===== config.mk =====
export PLATFORM = sky130hd
export DESIGN_NAME = lfsr
export DESIGN_NICKNAME = d
export VERILOG_FILES = /design/src/rtl/lfsr.sv
export SDC_FILE = /design/constraint.sdc
export NUM_CORES = 1
export LEC_CHECK = 0
export ABC_AREA = 0
export CELL_PAD_IN_SITES_DETAIL_PLACEMENT = 2
export CELL_PAD_IN_SITES_GLOBAL_PLACEMENT = 2
export CORE_AREA = 2 2 39 41
export CTS_CLUSTER_DIAMETER = 80
export DETAILED_ROUTE_END_ITERATION = 16
export DIE_AREA = 0 0 41 43
export GPL_TIMING_DRIVEN = 1
export PLACE_DENSITY_LB_ADDON = 0.15
export SLEW_MARGIN = 20
export SYNTH_ARGS = -nofsm -noshare
export SYNTH_HDL_FRONTEND = slang
export SYNTH_SLANG_ARGS = --single-unit

===== constraint.sdc =====
create_clock -name clk -period 1.8 [get_ports clk]
set_clock_uncertainty 0.1 [all_clocks]
set_input_delay 0.45 -clock clk [delete_from_list [all_inputs] [get_ports clk]]
set_output_delay 0.45 -clock clk [all_outputs]
set_load 0.02 [all_outputs]

===== src/rtl/lfsr.sv =====
// lfsr: free-running Fibonacci linear-feedback shift register.
// The state register drives the output directly, so data is glitch-free and has
// no combinational path from any input. A lock-up (all-zero) state reloads the
// seed so the generator can never stall.
module lfsr #(
    parameter int unsigned       WIDTH = 8,
    parameter logic [WIDTH-1:0] SEED  = WIDTH'(8'h8A),
    parameter logic [WIDTH-1:0] TAPS  = WIDTH'(8'hB8)
) (
    input  logic             clk,
    input  logic             reset,
    output logic [WIDTH-1:0] data
);

    // A zero seed would re-enter lock-up forever, so recovery falls back to 1.
    localparam logic [WIDTH-1:0] RECOVER = (SEED == '0) ? WIDTH'(1) : SEED;

    logic [WIDTH-1:0] q;
    logic             fb;

    // Feedback is the parity of the tapped state bits.
    always_comb begin
        fb = ^(q & TAPS);
    end

    // Reset loads the seed; otherwise shift left every edge, escaping lock-up.
    always_ff @(posedge clk) begin
        if (reset) begin
            q <= SEED;
        end else if (q == '0) begin
            q <= RECOVER;
        end else begin
            q <= {q[WIDTH-2:0], fb};
        end
    end

    assign data = q;

endmodule


==> metrics.txt, run 1 <==
CTS Sinks 8; Max H-tree Level 1; Port Buf Inserts 9; Via density 4.32; Cell Chain, Critical Path clkdlybuf4s50_1; CTS tree yes; peak supply drop 347 µV; instance count on the critical path 1; antenna-violating nets left 0; Worst Setup SP data[5]; reg2reg end data[0]; CTS Buf Count 3; fill count 162; Post-CTS Setup Bufs 0; Cell variety after synth 10; biggest area consumer among synthesized cells dfxtp_1; Synth Instances 22; post-synthesis cell area 303 µm²; largest net degree at the start of global routing 9; Worst path max stage delay 0.60 ns; Max-slew headroom 72.4%; Die W 41 µm; initial antenna violation count 0; die area 1760 µm²; Reg2Reg Depth 4; Multi-input gate area 135 µm²; FF-to-FF setup slack 0.40 ns; final core occ 31.2%; Post-synth top cells dfxtp_1, a211o_1, a211oi_1, inv_1, nor2b_1; syn nets 25; Clock Path Buffers 2; Setup CP Type register to primary output; vias in the first global route 258; slowest CP cell clkdlybuf4s50_1; total number of vias 216; DP Area 413 µm²; status finished clean; Core Box Area 1380 µm²; CP Capture Point data[5]; global-route usage over all layers 10.9%; Reg area 160 µm²; Iteration-0 DRC Markers 0; #FFs+latches synth 8; Root Driver clkbuf_4; final setup vio count 0; Post-synth EDFFs 0; post-route design area 432 µm²; # IOs 10; die height 43 µm; most common cell in the synthesized netlist dfxtp_1; placer congestion estimate 0.614; Max Freq 582 MHz; GR Overflow Total 0; Starting Density 21.9%; drt total wl 682 µm; Yosys warning count 0; Hold Path Class register to register; share of layout cells above drive strength 1 17.6%; CP endpoint kind primary output; ys flop type dfxtp_1; Worst Path Required 1.25 ns; CP delay by family, top buffers and inverters; minimum period implied by the final worst setup slack 1.72 ns; Buf+Inv Stages, Crit Path 1; # rows 14; Slew Viols, Final 0; worst skew pair latency 0.25 ns; average routed wire per standard cell 13.6 µm; RSZ-0062 raised after global routing no; Syn Area/Cell 13.8 µm²; final hold vios 0; fin crit share 95.5%; slew at the pin with the worst max-slew slack 0.411 ns; first-pass GRT wire length 1210 µm; Startpoint Class register; Layout Nets 39; antenna cells 0; post-synth top area share 52.9%; max reg flops 8; CTS Hold Bufs 0; ranking of synthesized cells by area dfxtp_1, a211o_1, xnor3_1; number of remaining DRC errors 0; fraction of registers with async set/reset 0%; P&R area growth vs syn 42.6%; Worst EP arrival 1.17 ns; CP max FO 2; reg2reg start data[4]; power per standard cell area 1030 nW/µm²; Clk pin slew, worst setup/hold paths 0.05 ns; setup total negative slack 0 ns; max-capacitance violation count 0; register area share after synthesis 52.9%; DR pass1 iterations 1; Leak 0.000190 µW
==> stage by stage <==
stage	setup WS, ns	hold slack [ns]	cells	total power, µW
floorplan	0.305	0.415	22	278
global placement	0.211	0.361	47	325
detailed placement	0.217	0.390	47	326
CTS	0.00678	0.396	50	458
global route	0.0123	0.423	50	482
finish	0.0807	0.388	50	445
==> layer usage <==
| layer | share of wire (%) | GRT usage (%) | vias up | routed length (µm) |
|---|---|---|---|---|
| li1 | - | - | 105 | - |
| met1 | 42 | 13.3 | 102 | 284 |
| met2 | 51 | 15.0 | 7 | 348 |
| met3 | 6.5 | 3.66 | 2 | 44 |
| met4 | 0.73 | 8.00 | 0 | 5 |
| met5 | 0 | 0 | - | 0 |
==> cell usage in the layout (no fill, tap or decap) <==
master / synthesis / routed
a211oi_1: 2 / 2
a211o_1: 3 / 3
dfxtp_1: 8 / 8
nor2b_1: 2 / 2
dlymetal6s2s_1: 0 / 1
clkdlybuf4s50_1: 0 / 3
clkbuf_4: 0 / 3
dlygate4sd2_1: 0 / 5
nor4_4: 1 / 1
a211oi_2: 1 / 1
ha_1: 1 / 1
xnor3_1: 1 / 1
inv_1: 2 / 2
nor3b_2: 1 / 1
==> power breakdown <==
group | total (µW) | internal, µW | switching (µW)
sequential | 213 | 195 | 18.2
combinational | 99.8 | 50.4 | 49.4
clock | 132 | 76.0 | 56.2
==> worst min path at each step <==
| stage | start | slack, ns | endpoint | depth (start not counted) |
|---|---|---|---|---|
| 6_report | data[5] | 0.39 | data[6] | 2 |
| 5_1_grt | data[5] | 0.42 | data[6] | 2 |
| 4_1_cts | data[5] | 0.40 | data[6] | 2 |
| 3_5_place_dp | data[5] | 0.39 | data[6] | 2 |
| 3_3_place_gp | data[5] | 0.36 | data[6] | 2 |
| 2_1_floorplan | reset | 0.41 | data[0] | 1 |
==> cells by family after synthesis <==
kind of cell / synth area share (%)
AND/OR/NAND/NOR: 15.3
XOR/XNOR: 7.44
AO/OA/AOI/OAI: 17.8
adder cells (fa/ha/maj): 4.13
flip-flops: 52.9
buffers and inverters: 2.48
==> worst min-delay path: stages (launching register included) <==
cell,delay [ns]
dfxtp_1,0.31
inv_1,0.08
a211oi_1,0.05
==> repair_timing <==
item | CTS | global route
setup endpoints to repair | 5 | 1
gates resized for setup | 5 | 1
cloned | 0 | 0
==> final cells by class <==
type	count	share of cell area [%]
inverters	2	1.74
multi-input cells	12	31.3
flip-flops and latches	8	37.1
repair buffers	9	20.0
well taps	16	4.64
clock buffers	3	5.22
Note: power is estimated with default switching activity, not from simulation.
==> inputs of run 2 (changes only) <==
--- a/config.mk
+++ b/config.mk
@@ -13,6 +13,7 @@
 export DETAILED_ROUTE_END_ITERATION = 16
 export DIE_AREA = 0 0 41 43
 export GPL_TIMING_DRIVEN = 1
+export HOLD_SLACK_MARGIN = 0.15
 export PLACE_DENSITY_LB_ADDON = 0.15
 export SLEW_MARGIN = 20
 export SYNTH_ARGS = -nofsm -noshare
==> results of run 2 <==
Final layout, timing and power as in run 1 (identical DEF).
==> patch 1 (config.mk and constraints of run 2) <==
The parameter `WIDTH` goes from 8 to 12.
--- a/src/rtl/lfsr.sv
+++ b/src/rtl/lfsr.sv
@@ -3,7 +3,7 @@
 // no combinational path from any input. A lock-up (all-zero) state reloads the
 // seed so the generator can never stall.
 module lfsr #(
-    parameter int unsigned       WIDTH = 8,
+    parameter int unsigned       WIDTH = 12,
     parameter logic [WIDTH-1:0] SEED  = WIDTH'(8'h8A),
     parameter logic [WIDTH-1:0] TAPS  = WIDTH'(8'hB8)
 ) (
Ports: changed (resized data); port bits go from 10 to 14. The function was not compared with the original's and may differ.
==> patch 1 against run 2 <==
- die area unchanged
- final cell count increased by 32%
- wire length increased by 39%
- register-to-register slack got worse by 0.06 ns
- setup slack improved by 0.16 ns
- synthesized cell count increased by 45%
- synthesized area increased by 37%
- design area increased by 43%
- total power increased by 41%
- hold slack got worse by 0.025 ns
- sequential cell count increased by 4
- largest cell class unchanged
==> patch 1: results <==
export IMPL_cts_repair_resized=7
export IMPL_cp_arrival_ns=1.01
export IMPL_synth_commonest_cells="12 x dfxtp_1, 5 x nor2b_1, 3 x a311o_1, 3 x a311oi_1, 2 x inv_1"
export IMPL_grt_pass1_vias=349
export IMPL_nNetsFinal=54
export IMPL_status="complete, no violations"
export IMPL_dp_worst_setup_slack_ns=0.1761
export IMPL_synth_distinct_cells=12
export IMPL_clk_pin_slew_ns=0.08
export IMPL_layout_drive_gt1_share_pct=18.00
export IMPL_grt_max_degree=10
export IMPL_grt_usage_pct=14.60
export IMPL_numPortBuffers=13
export IMPL_place_area_um2=576.8
export IMPL_largest_reg_flops=12
export IMPL_ir_drop_uv=563.8
export IMPL_vias=315
export IMPL_critPathTopFamily="flip-flops"
export IMPL_p_leak_nw=0.3254
export IMPL_finalCritPeriodShare_pct=86.48
export IMPL_avgRoutedWirePerCell_um=14.38
export IMPL_final_util_pct=44.57
export IMPL_synth_net_count=35
export IMPL_place_congestion=0.7175
export IMPL_worst_path_max_delay_cell="dfxtp_1"
export IMPL_tightest_slew_ns=0.5670
export IMPL_yosysSeqAreaShare_pct=57.83
export IMPL_n_fill_cell=152
export IMPL_critical_path_max_stage_delay_ns=0.39
-- patch 1: layer usage --
layer  wire length (um)  track usage, %  vias up
li1                   -               -      155
met1                432           19.93      152
met2                463           19.69        6
met3                 47           6.283        2
met4                  6           6.000        0
met5                  0               0        -
-- patch 1: power by group --
part           internal (W)  switching (W)
registers          0.000286      0.0000176
logic             0.0000563      0.0000590
clock network      0.000123      0.0000871
total              0.000465       0.000164
-- patch 1: stage by stage --
| stage | instances | power, W | hold slack [ns] |
|---|---|---|---|
| floorplan | 32 | 0.0003775 | 0.4319 |
| global placement | 62 | 0.0004336 | 0.3644 |
| detailed placement | 62 | 0.0004386 | 0.3677 |
| CTS | 66 | 0.0006442 | 0.3759 |
| global route | 66 | 0.0006691 | 0.4053 |
| finish | 66 | 0.0006287 | 0.3622 |
-- patch 1: layout make-up --
class / instances / area share (%)
multi-input combinational: 17 / 26.57
inverter: 2 / 1.217
sequential: 12 / 38.95
tap: 16 / 3.245
clock buffer: 4 / 5.882
timing repair buffer: 15 / 24.14
-- patch 1: worst paths after layout --
kind | start | to | cells after the start
max | data[7] | data[7] | 1
min | data[4] | data[5] | 2
max reg2reg | data[4] | data[0] | 4
min reg2reg | data[4] | data[5] | 2
-- patch 1: logic make-up after synthesis --
| group | after synthesis |
|---|---|
| compound gates | 6 |
| xor+xnor | 1 |
| fa+ha+maj | 1 |
| buf+inv | 3 |
| flops | 12 |
| simple gates | 9 |
==> patch 2 (config.mk and constraints of run 2) <==
Without the edit above. Reset style: asynchronous (`reset`), changed in one clocked block.
--- a/src/rtl/lfsr.sv
+++ b/src/rtl/lfsr.sv
@@ -24,7 +24,7 @@
     end
 
     // Reset loads the seed; otherwise shift left every edge, escaping lock-up.
-    always_ff @(posedge clk) begin
+    always_ff @(posedge clk or posedge reset) begin
         if (reset) begin
             q <= SEED;
         end else if (q == '0) begin
Formal check against the unedited RTL: differs if reset is asserted again (counterexample within 4 cycles, from zero or initial values and one cycle with reset high); with reset held inactive, the same outputs for 10 cycles.
==> patch 2 against run 2 <==
- hold slack lost 0.081 ns
- sequential share of layout area grew 7.6 points
- count of clock-buffer cells in the layout grew 1
- sequential cell count is the same
- synthesized area grew 9.9%
- wire length grew 4.0%
- design area grew 5.8%
- non-clock buffer count is the same
- critical endpoint is now data[3]
- setup slack lost 0.026 ns
- maximum frequency shrank 1.5%
- synthesized cell count grew 4.5%
- critical path type unchanged
Power is not compared: it rests on default switching activity, and its combinational part moved more than twofold at a synthesized area within 25%.
==> patch 2: results <==
export IMPL_met2_usage_pct=15.31
export IMPL_synth_net_count=26
export IMPL_async_flop_share_pct=100.0
export IMPL_numPortBuffers=9
export IMPL_antenna_found_initial=0
export IMPL_critPathTopFamily="flip-flops"
export IMPL_r2r_start="data[4]"
export IMPL_dpl_cell_count=46
export IMPL_tightest_slew_ns=0.4475
export IMPL_route_top_layer_used="met4"
export IMPL_place_congestion=0.7161
export IMPL_status="complete, no violations"
export IMPL_crit_fanout=4
export IMPL_synth_adder_area_share_pct=3.759
export IMPL_synth_xor_area_share_pct=6.767
export IMPL_cp_arrival_ns=1.20
export IMPL_grt_usage_pct=10.75
export IMPL_hold_end="data[2]"
export IMPL_stdcell_count=50
export IMPL_synth_distinct_cells=11
export IMPL_vias_per_cell=4.240
export IMPL_htreeDepth=1
export IMPL_nNetsFinal=38
export IMPL_grt_pass1_vias=252
export IMPL_grtUsageMet3_pct=7.853
export IMPL_wl_met2_um=361
export IMPL_firstDrtPassIters=1
export IMPL_synth_commonest_cells="5 x dfrtp_1, 3 x a21o_1, 3 x dfstp_2, 3 x inv_1"
export IMPL_synth_cells=23
export IMPL_r2r_end="data[5]"
export IMPL_yosys_top_cells_area="dfrtp_1 38%, dfstp_2 24%, a21o_1 6.8%"
export IMPL_synth_compound_area_share_pct=12.41
export IMPL_grt_pass1_wl_um=1159
export IMPL_min_path_cells=0
export IMPL_worstHoldStart="data[1]"
export IMPL_yosysSeqAreaShare_pct=61.28
export IMPL_cts_repair_resized=6
export IMPL_worst_path_max_delay_cell="dfstp_2"
export IMPL_avgRoutedWirePerCell_um=14.18
export IMPL_r2r_cells=4
export IMPL_layout_drive_gt1_share_pct=26.47
export IMPL_wl_met3_um=64
export IMPL_grt_use_met1_pct=10.96
export IMPL_drt_met1_wl_um=275
export IMPL_critical_path_max_stage_delay_ns=0.59
export IMPL_first_iter_violations=0
patch 2: cell types whose count changed in the layout (fill, tap and decap cells not counted), moves of 2 or more:
cell      change
dfxtp_1       -8
dfrtp_1       +5
a211o_1       -3
a21o_1        +3
dfstp_2       +3
a211oi_1      -2
a21oi_1       +2
nor2b_1       -2
patch 2: cell type report:
type / count / area, um2
Multi-Input combinational cell: 10 / 110.1
Fill cell: 155 / 927.1
Sequential cell: 8 / 203.9
Clock buffer: 4 / 26.28
Inverter: 3 / 11.26
Timing Repair Buffer: 9 / 85.08
Tap cell: 16 / 20.02
patch 2: report_power, final:
group	internal, W	switching (W)	total [W]
Sequential	0.000180	0	0.000180
Combinational	0.00000203	0.00000360	0.00000563
Clock	0.0000853	0.0000684	0.000154
patch 2: worst max path at each step:
stage             from  endpoint  slack (ns)  depth (start not counted)
3_5_place_dp   data[3]   data[3]        0.07                          1
2_1_floorplan  data[4]   data[5]        0.50                          4
6_report       data[3]   data[3]        0.05                          1
4_1_cts        data[4]   data[4]        0.02                          1
3_3_place_gp   data[3]   data[3]        0.08                          1
5_1_grt        data[5]   data[5]       0.004                          1
patch 2: through the flow:
| stage | hold WS [ns] | utilization, % | power, W | cell area, um2 | setup slack (ns) |
|---|---|---|---|---|---|
| after detailed placement | 0.3140 | 31.46 | 0.0001892 | 435.4 | 0.06958 |
| after CTS | 0.3090 | 32.82 | 0.0003475 | 454.2 | 0.01570 |
| final | 0.3067 | 33.00 | 0.0003395 | 456.7 | 0.05446 |
| after global routing | 0.3102 | 33.00 | 0.0003630 | 456.7 | 0.003843 |
| after global placement | 0.3080 | 31.46 | 0.0001890 | 435.4 | 0.07777 |
| after floorplan | 0.1635 | - | 0.0001860 | 332.8 | 0.5021 |
